### config.mk
export PLATFORM = sky130hd
export DESIGN_NAME = stage_3_renorm_pipe
export DESIGN_NICKNAME = d
export VERILOG_FILES = /design/src/rtl/stage_3_renorm_pipe.sv
export SDC_FILE = /design/constraint.sdc
export NUM_CORES = 1
export LEC_CHECK = 0
export ABC_AREA = 1
export CORE_MARGIN = 3
export CORE_UTILIZATION = 45
export CTS_CLUSTER_DIAMETER = 80
export CTS_CLUSTER_SIZE = 12
export DETAILED_ROUTE_END_ITERATION = 7
export GPL_TIMING_DRIVEN = 1
export PLACE_DENSITY_LB_ADDON = 0.05
export RECOVER_POWER = 100
export SLEW_MARGIN = 30
export SYNTH_ARGS = -nofsm -noshare
export SYNTH_HDL_FRONTEND = slang
export SYNTH_SLANG_ARGS = --single-unit
### constraint.sdc
create_clock -name clk -period 9.4 [get_ports clk]
set_input_delay 1.41 -clock clk [delete_from_list [all_inputs] [get_ports clk]]
set_output_delay 1.41 -clock clk [all_outputs]
set_load 0.02 [all_outputs]
### src/rtl/stage_3_renorm_pipe.sv
// AV1 entropy-encoder stage 3: MSB-aligns range, shifts low and emits 0-2 pre-carry words per symbol.
// Define STAGE3_SKID_EN to replace the single output register with a 2-entry skid buffer.
module stage_3_renorm_pipe #(
   parameter int RANGE_WIDTH = 16,
   parameter int LOW_WIDTH   = 24,
   parameter int D_SIZE      = 5,
   parameter int CNT_INIT    = -9
) (
   input  logic                   clk,
   input  logic                   reset_n,
   input  logic                   start,
   input  logic                   in_valid,
   output logic                   in_ready,
   input  logic [RANGE_WIDTH-1:0] in_range,
   input  logic [LOW_WIDTH-1:0]   in_low,
   output logic                   out_valid,
   input  logic                   out_ready,
   output logic [RANGE_WIDTH-1:0] out_range,
   output logic [LOW_WIDTH-1:0]   out_low,
   output logic [D_SIZE-1:0]      out_cnt,
   output logic [1:0]             out_word_cnt,
   output logic [RANGE_WIDTH-1:0] out_word_0,
   output logic [RANGE_WIDTH-1:0] out_word_1
);
   localparam int RES_W = 3*RANGE_WIDTH + LOW_WIDTH + D_SIZE + 2;
   localparam logic [RES_W-1:0] RESET_RES = {{(RANGE_WIDTH+LOW_WIDTH){1'b0}}, D_SIZE'(CNT_INIT),
                                             {(2+2*RANGE_WIDTH){1'b0}}};

   // Leading-zero count of range; a zero range is left unshifted.
   function automatic int norm_shift(input logic [RANGE_WIDTH-1:0] r);
      int sh;
      sh = 0;
      for (int i = 0; i < RANGE_WIDTH; i++)
         if (r[i]) sh = RANGE_WIDTH - 1 - i;
      return sh;
   endfunction

   function automatic logic [LOW_WIDTH-1:0] low_mask(input int c);
      return ~({LOW_WIDTH{1'b1}} << c);
   endfunction

   logic signed [D_SIZE-1:0] cnt_q;
   logic [D_SIZE-1:0]        nxt_cnt;
   logic [RES_W-1:0]         nxt_res;
   logic [RES_W-1:0]         head;
   logic                     accept;

   // Stage p0: combinational renormalisation and word extraction
   always_comb begin
      int c0, d, s, c;
      logic [LOW_WIDTH-1:0]   low_v;
      logic [RANGE_WIDTH-1:0] w0, w1;
      logic [1:0]             wc;
      c0    = start ? CNT_INIT : int'(cnt_q);
      d     = norm_shift(in_range);
      s     = c0 + d;
      c     = 0;
      low_v = in_low;
      w0    = '0;
      w1    = '0;
      wc    = 2'd0;
      if (s >= 0) begin
         c = c0 + RANGE_WIDTH;
         if (s >= 8) begin
            w0    = RANGE_WIDTH'(low_v >> c);
            low_v = low_v & low_mask(c);
            c     = c - 8;
            w1    = RANGE_WIDTH'(low_v >> c);
            wc    = 2'd2;
         end else begin
            w0 = RANGE_WIDTH'(low_v >> c);
            wc = 2'd1;
         end
         low_v = low_v & low_mask(c);
         s     = c + d - (RANGE_WIDTH + 8);
      end
      nxt_cnt = D_SIZE'(s);
      nxt_res = {RANGE_WIDTH'(in_range << d), LOW_WIDTH'(low_v << d), nxt_cnt, wc, w0, w1};
   end

   assign accept = in_valid && in_ready;

   // The counter loop closes in a single cycle; start alone just reloads it.
   always_ff @(posedge clk or negedge reset_n) begin
      if (!reset_n)    cnt_q <= D_SIZE'(CNT_INIT);
      else if (accept) cnt_q <= nxt_cnt;
      else if (start)  cnt_q <= D_SIZE'(CNT_INIT);
   end

`ifdef STAGE3_SKID_EN
   // Stage p1: two-entry skid buffer; in_ready is registered from the next fill level
   logic [RES_W-1:0] buf_p1 [2];
   logic [1:0]       fill, fill_nxt;
   logic             rd_ptr, wr_ptr, rdy_q, pop;

   assign pop = (fill != 2'd0) && out_ready;

   always_comb begin
      fill_nxt = fill;
      if (accept && !pop)      fill_nxt = fill + 2'd1;
      else if (!accept && pop) fill_nxt = fill - 2'd1;
   end

   always_ff @(posedge clk or negedge reset_n) begin
      if (!reset_n) begin
         fill      <= 2'd0;
         rd_ptr    <= 1'b0;
         wr_ptr    <= 1'b0;
         rdy_q     <= 1'b1;
         buf_p1[0] <= RESET_RES;
         buf_p1[1] <= RESET_RES;
      end else begin
         fill  <= fill_nxt;
         rdy_q <= (fill_nxt != 2'd2);
         if (accept) begin
            buf_p1[wr_ptr] <= nxt_res;
            wr_ptr         <= !wr_ptr;
         end
         if (pop) rd_ptr <= !rd_ptr;
      end
   end

   assign in_ready  = rdy_q;
   assign out_valid = (fill != 2'd0);
   assign head      = buf_p1[rd_ptr];
`else
   // Stage p1: single output register
   logic             vld_p1;
   logic [RES_W-1:0] res_p1;

   always_ff @(posedge clk or negedge reset_n) begin
      if (!reset_n) begin
         vld_p1 <= 1'b0;
         res_p1 <= RESET_RES;
      end else if (accept) begin
         vld_p1 <= 1'b1;
         res_p1 <= nxt_res;
      end else if (out_ready) begin
         vld_p1 <= 1'b0;
      end
   end

   assign in_ready  = !vld_p1 || out_ready;
   assign out_valid = vld_p1;
   assign head      = res_p1;
`endif

   assign {out_range, out_low, out_cnt, out_word_cnt, out_word_0, out_word_1} = head;

endmodule
==> results of run 1 <==
-- area by class of cell --
class	count	area, um^2	share of cell area [%]
clock buffer	9	225.2	2.309
tap	225	281.5	2.886
inverter	98	367.9	3.772
sequential	85	2137	21.91
clock inverter	7	76.32	0.7826
multi-input combinational	1095	5304	54.38
timing repair buffer	144	1361	13.96
-- worst register-to-register path: stages (launching register included) --
cell	delay, ps
dfstp_2	630
nor2_2	60
inv_2	590
ha_1	400
inv_1	70
fa_1	380
nand2_1	100
nand2_1	50
nand2_1	140
inv_1	80
ha_1	460
inv_1	660
clkbuf_1	730
nand3_1	290
nand2_1	410
nor2_1	110
nand2_1	70
nand2_1	60
nand2_1	110
nand2_1	190
nor2_1	220
nand3_1	170
nor2_1	150
a21oi_1	50
nand2_1	130
-- routing by layer --
| metal | global-route usage [%] | vias up | share of wire, % |
|---|---|---|---|
| met5 | 0 | - | 0 |
| met4 | 10.71 | 0 | 2.9 |
| met3 | 7.056 | 65 | 9.5 |
| met2 | 47.18 | 487 | 42 |
| met1 | 46.40 | 4512 | 45 |
| li1 | - | 4724 | - |
-- cells in the final DEF (no fill, tap or decap), types with 3 or more instances in the layout --
cell / synthesis / routed
fa_1: 3 / 3
o21ai_1: 22 / 17
nand3b_1: 3 / 3
nor2_1: 52 / 47
o21ai_0: 162 / 167
a32o_1: 5 / 5
a31oi_1: 4 / 4
clkdlybuf4s50_1: 0 / 41
ha_1: 19 / 19
dfstp_2: 8 / 8
nand3_1: 265 / 265
nor3_1: 6 / 7
a21oi_1: 18 / 17
inv_2: 4 / 5
inv_1: 92 / 91
o2111ai_1: 3 / 3
or2_2: 10 / 10
inv_8: 0 / 3
o211ai_1: 20 / 20
mux2i_1: 9 / 9
clkbuf_16: 0 / 9
o21a_1: 6 / 6
o22ai_1: 4 / 4
clkbuf_1: 69 / 8
nor2_2: 2 / 7
dlygate4sd3_1: 0 / 83
nand2_1: 450 / 452
clkinv_4: 0 / 3
buf_4: 2 / 12
dfrtp_1: 77 / 77
nand4_1: 10 / 10
a22o_1: 3 / 3
-- power groups by stage --
stage	logic (mW)	registers (mW)	clock network [mW]
after global placement	0.771	0.468	0
after global routing	0.840	0.467	0.399
final	0.764	0.460	0.373
after floorplan	0.422	0.524	0
after detailed placement	0.769	0.468	0
after CTS	0.772	0.462	0.383
-- sequential cells by signal, indices dropped and copies added (netlist names) --
| register | count |
|---|---|
| out_valid | 1 |
| head | 79 |
| cnt_q | 5 |
-- logic make-up (layout without fill, tap and decap cells) --
family                   Yosys count  count (layout)
flip-flops                        85              85
AND/OR/NAND/NOR                  807             807
buffers and inverters            190             258
XOR/XNOR                           2               2
AO/OA/AOI/OAI                    255             255
multiplexers                       9               9
adder cells (fa/ha/maj)           22              22
-- stage by stage --
| stage | area (um^2) | setup slack (ps) | utilization [%] |
|---|---|---|---|
| 2_1_floorplan | 8175 | 3328 | - |
| 3_3_place_gp | 9492 | 1629 | 54.12 |
| 3_5_place_dp | 9492 | 1791 | 54.12 |
| 4_1_cts | 9793 | 2174 | 55.84 |
| 5_1_grt | 9753 | 1132 | 55.62 |
| 6_report | 9753 | 1666 | 55.62 |
-- path summary, 6_finish.rpt --
path | cells past startpoint | slack (ps) | start | endpoint
min in group asynchronous | 1 | 1210 | reset_n | head[0]
min reg2reg | 2 | 480 | head[32] | head[32]
max | 32 | 1670 | in_range[0] | head[47]
min | 2 | 480 | head[32] | head[32]
max reg2reg | 24 | 2990 | cnt_q[1] | head[47]
max in group asynchronous | 3 | 4370 | reset_n | head[57]
==> results.txt, run 1 <==
chip width = 140.8 um
initial antenna violation count = 0
Worst setup EP type = flip-flop
CTS Buf Count = 9
top-count cell post-synth = nand2_1
vias = 9788
fill count = 1842
Final Cycle Share = 82.27%
dominant cell type by area after synthesis = dfrtp_1
Mapped Cells = 1370
buffer count from post-CTS setup fixing = 0
Net Switching = 0.7340 mW
Leakage = 4.691 nW
post-synthesis mux area share = 1.102%
netlist area before placement = 8175 um^2
Core Footprint = 17540 um^2
WP buf/inv = 7
DRC Markers = 0
total gr overflow = 0
clock root cell = clkbuf_16
die area = 19820 um^2
Syn Area/Cell = 5.967 um^2
Fmax = 129.3 MHz
Compound-Gate Fraction of Synth Area = 17.42%
Worst path most repeated cell = nand2_1
Synth Area in Simple Gates = 42.49%
sequential share of the synthesized area = 26.14%
number of global-route vias before repair = 8956
Synth Register Bits = 85
first-pass GRT wire length = 50140 um
initial DRC count = 1265
post-synth cell types = 44
CP arrival = 8020 ps
top post-synthesis cells by count = nand2_1 (450), nand3_1 (265), o21ai_0 (162)
Required @ worst endpoint = 9680 ps
Initial Util = 46.62%
Setup TNS = 0 ps
leading cell types by total area after synthesis = dfrtp_1 (24%), nand2_1 (21%), nand3_1 (16%)
outcome = finished, violations left
Sw Ratio = 45.99%
CTS tree = done
syn_nets = 1437
Max Cap Violations = 3
Worst Skew = 17.21 ps
Layout area overhead = 19.30%
clock network fraction of total power = 23.4%
post_cts resized = 0
min-delay worst type = flip-flop to flip-flop
Post-Synth Adder-Cell Area = 3.642%
detailed-route vias per instance = 5.886
Final Setup Violations = 0
worst skew pair latency = 370 ps
Synth Warn # = 0
CP top delay family = simple AND/OR/NAND/NOR gates
peak supply drop = 0.09843 mV
Max stage delay on crit path = 720 ps
crit path time final = 7734 ps
largest fanout on the critical path = 43
hold buffers post-CTS = 0
Design Power = 1.596 mW
logic gate share of total power = 47.8%
Cell Int Power = 0.8622 mW
Post-synth EDFFs = 0
HPWL Detailed = 23970 um
Chip Height = 140.8 um
failing checks = capacitance limit, slew limit
post-synth top area share = 23.57%
Async S/R FF share, synth = 100.0%
nets@finish = 1500
# rows = 48
dpl cells = 1646
post-route ant nets = 0
unrepaired setup endpoints after global routing = no
CTS sink cnt = 85
Most used DFF post-synth = dfrtp_1
1st-pass router iterations = 6
xor-xnor portion of the synthesized cell area = 0.2143%
Crit-path slowest cell = clkbuf_1
Worst-path clk slew = 70 ps
Max Transition Viols Final = 152
Pwr Density = 163.7 nW/um^2
Post-Layout Cell Count = 1663
layout cells sized above 1 = 4.381%
Clock Path Buffers = 2
boundary pin count = 126
CP Class = input port to flip-flop
GPL Wtd Cong = 1.009
main combinational cell family by area after synthesis = simple AND/OR/NAND/NOR gates
Hold Violations, Final = 0
Startpoint Class = input port
diode count = 0
sequential share of power = 28.8%
worst hold slack = 475.4 ps
Rel. slew slack = -82.00%
per-cell routed wire length = 19.08 um
input/output buffers = 125
largest net degree at the start of global routing = 69
worst slew pin tran = 2730 ps
H-tree Lvls = 3
drt total wl = 31730 um
Total GRT Usage = 32.00%
Power figures use the tool's default switching activity.
==> inputs of run 2 (changes only) <==
==> constraint.sdc (replaced) <==
create_clock -name clk -period 8.1 [get_ports clk]
set_input_delay 1.215 -clock clk [delete_from_list [all_inputs] [get_ports clk]]
set_output_delay 1.215 -clock clk [all_outputs]
set_load 0.02 [all_outputs]
==> results.txt, run 2 (synthesis results as in run 1) <==
Worst setup EP type = flip-flop (unchanged)
Hold Violations, Final = 0 (unchanged)
hold buffers post-CTS = 0 (unchanged)
CTS sink cnt = 85 (unchanged)
diode count = 0 (unchanged)
number of global-route vias before repair = 8638 (was 8956)
total gr overflow = 0 (unchanged)
die area = 19820 um^2 (unchanged)
Initial Util = 46.62% (unchanged)
per-cell routed wire length = 18.45 um (was 19.08 um)
CP Launch Point = in_range[0] (unchanged)
boundary pin count = 126 (unchanged)
Max Cap Violations = 4 (was 3)
largest net degree at the start of global routing = 65 (was 69)
CTS tree = done (unchanged)
clock root cell = clkbuf_16 (unchanged)
Total GRT Usage = 30.75% (was 32.00%)
CTS Buf Count = 9 (unchanged)
Crit-path slowest cell = dlygate4sd3_1 (was clkbuf_1)
unrepaired setup endpoints after global routing = no (unchanged)
hold path start = head[43] (was head[32])
cells on worst reg2reg path = 26 (was 24)
Final Setup Violations = 0 (unchanged)
failing checks = capacitance limit, slew limit (unchanged)
outcome = finished, violations left (unchanged)
Leakage = 4.706 nW (was 4.691 nW)
min-delay worst type = flip-flop to flip-flop (unchanged)
Final Cycle Share = 82.86%
drt total wl = 30740 um (was 31730 um)
max FFs per register = 79 (unchanged)
post_cts resized = 0 (unchanged)
Hold EP = head[43] (was head[32])
peak supply drop = 0.1400 mV (was 0.09843 mV)
Fmax = 149.0 MHz
worst slew pin tran = 3410 ps (was 2730 ps)
initial antenna violation count = 0 (unchanged)
nets@finish = 1503 (was 1500)
Core Footprint = 17540 um^2 (unchanged)
FF+latch area = 2137 um^2 (unchanged)
worst reg2reg path startpoint = cnt_q[0] (was cnt_q[1])
largest fanout on the critical path = 37 (was 43)
Chip Height = 140.8 um (unchanged)
first-pass GRT wire length = 48310 um (was 50140 um)
CP Class = input port to flip-flop (unchanged)
layout cells sized above 1 = 4.511% (was 4.381%)
WP buf/inv = 7 (unchanged)
H-tree Lvls = 3 (unchanged)
commonest non-fill, non-tap cell in the layout = nand2_1 (unchanged)
Setup TNS = 0 ps (unchanged)
fill count = 1869 (was 1842)
1st-pass router iterations = 5 (was 6)
post-route ant nets = 0 (unchanged)
crit path time final = 6711 ps
buffer count from post-CTS setup fixing = 0 (unchanged)
Clock Path Buffers = 2 (unchanged)
Max stage delay on crit path = 590 ps (was 720 ps)
HPWL Detailed = 22950 um (was 23970 um)
detailed-route vias per instance = 5.786 (was 5.886)
Worst-path clk slew = 70 ps (about the same)
Layout area overhead = 19.62% (was 19.30%)
Worst path most repeated cell = nand3_1 (was nand2_1)
RR Endpoint = head[43] (was head[47])
vias = 9640 (was 9788)
most frequent cells in the layout = nand2_1 (451), nand3_1 (266), o21ai_0 (164) (was nand2_1 (452), nand3_1 (265), o21ai_0 (167))
R2R Setup Slk = 2540 ps (was 2990 ps)
Worst Skew = 13.79 ps (was 17.21 ps)
chip width = 140.8 um (unchanged)
Pwr Density = 188.3 nW/um^2 (was 163.7 nW/um^2)
Startpoint Class = input port (unchanged)
Max Transition Viols Final = 193 (was 152)
multi-input logic area = 5304 um^2 (unchanged)
Design Power = 1.842 mW (was 1.596 mW)
CP arrival = 6950 ps (was 8020 ps)
input/output buffers = 125 (unchanged)
Rel. slew slack = -127.3% (was -82.00%)
# rows = 48 (unchanged)
CP top delay family = simple AND/OR/NAND/NOR gates (unchanged)
initial DRC count = 1118 (was 1265)
DRC Markers = 0 (unchanged)
GPL Wtd Cong = 1.049 (was 1.009)
Required @ worst endpoint = 8340 ps (was 9680 ps)
Worst Hold Depth = 2 (unchanged)
worst skew pair latency = 370 ps (about the same)
==> run 2: tightest hold or removal path, delay by kind of cell, from the launching register on <==
kind	cells	cell delay, ps
simple gates	2	100
flops	1	340
==> run 2: routing by layer <==
metal / track usage (%) / vias to the layer above / wire (um)
li1: - / 4740 / -
met1: 45.04 / 4419 / 13920
met2: 45.84 / 424 / 13230
met3: 6.038 / 57 / 2765
met4: 9.230 / 0 / 820
met5: 0 / - / 0
==> run 2: final cells by class <==
class                   count  area share, %
clock buffers               9          2.303
clock inverters             7         0.7805
inverters                  98          3.762
multi-input cells        1095          54.23
flip-flops and latches     85          21.85
well taps                 225          2.879
repair buffers            147          14.19
==> run 2: report_power, final <==
part,switching [mW],internal (mW),leakage [nW]
combinational,0.584,0.289,3.47
sequential,0.0385,0.494,1.09
clock,0.216,0.220,0.149
total,0.839,1.00,4.71
==> run 2: how the worst max path moves through the flow <==
stage / slack, ps / end / depth (start not counted)
after global routing: 710 / cnt_q[4] / 36
after floorplan: 2220 / cnt_q[4] / 43
after global placement: 1340 / cnt_q[4] / 35
after detailed placement: 1240 / cnt_q[4] / 35
after CTS: 1600 / cnt_q[4] / 35
final: 1390 / head[43] / 33
==> run 2: stage by stage <==
stage	cell area [um^2]	instances	hold WS, ps	setup slack, ps	util, %
finish	9779	1666	475.5	1389	55.76
global route	9779	1666	497.1	712.3	55.76
CTS	9823	1666	485.6	1600	56.01
detailed placement	9522	1650	465.5	1236	54.30
global placement	9522	1650	462.9	1337	54.30
floorplan	8175	1370	529.6	2223	-
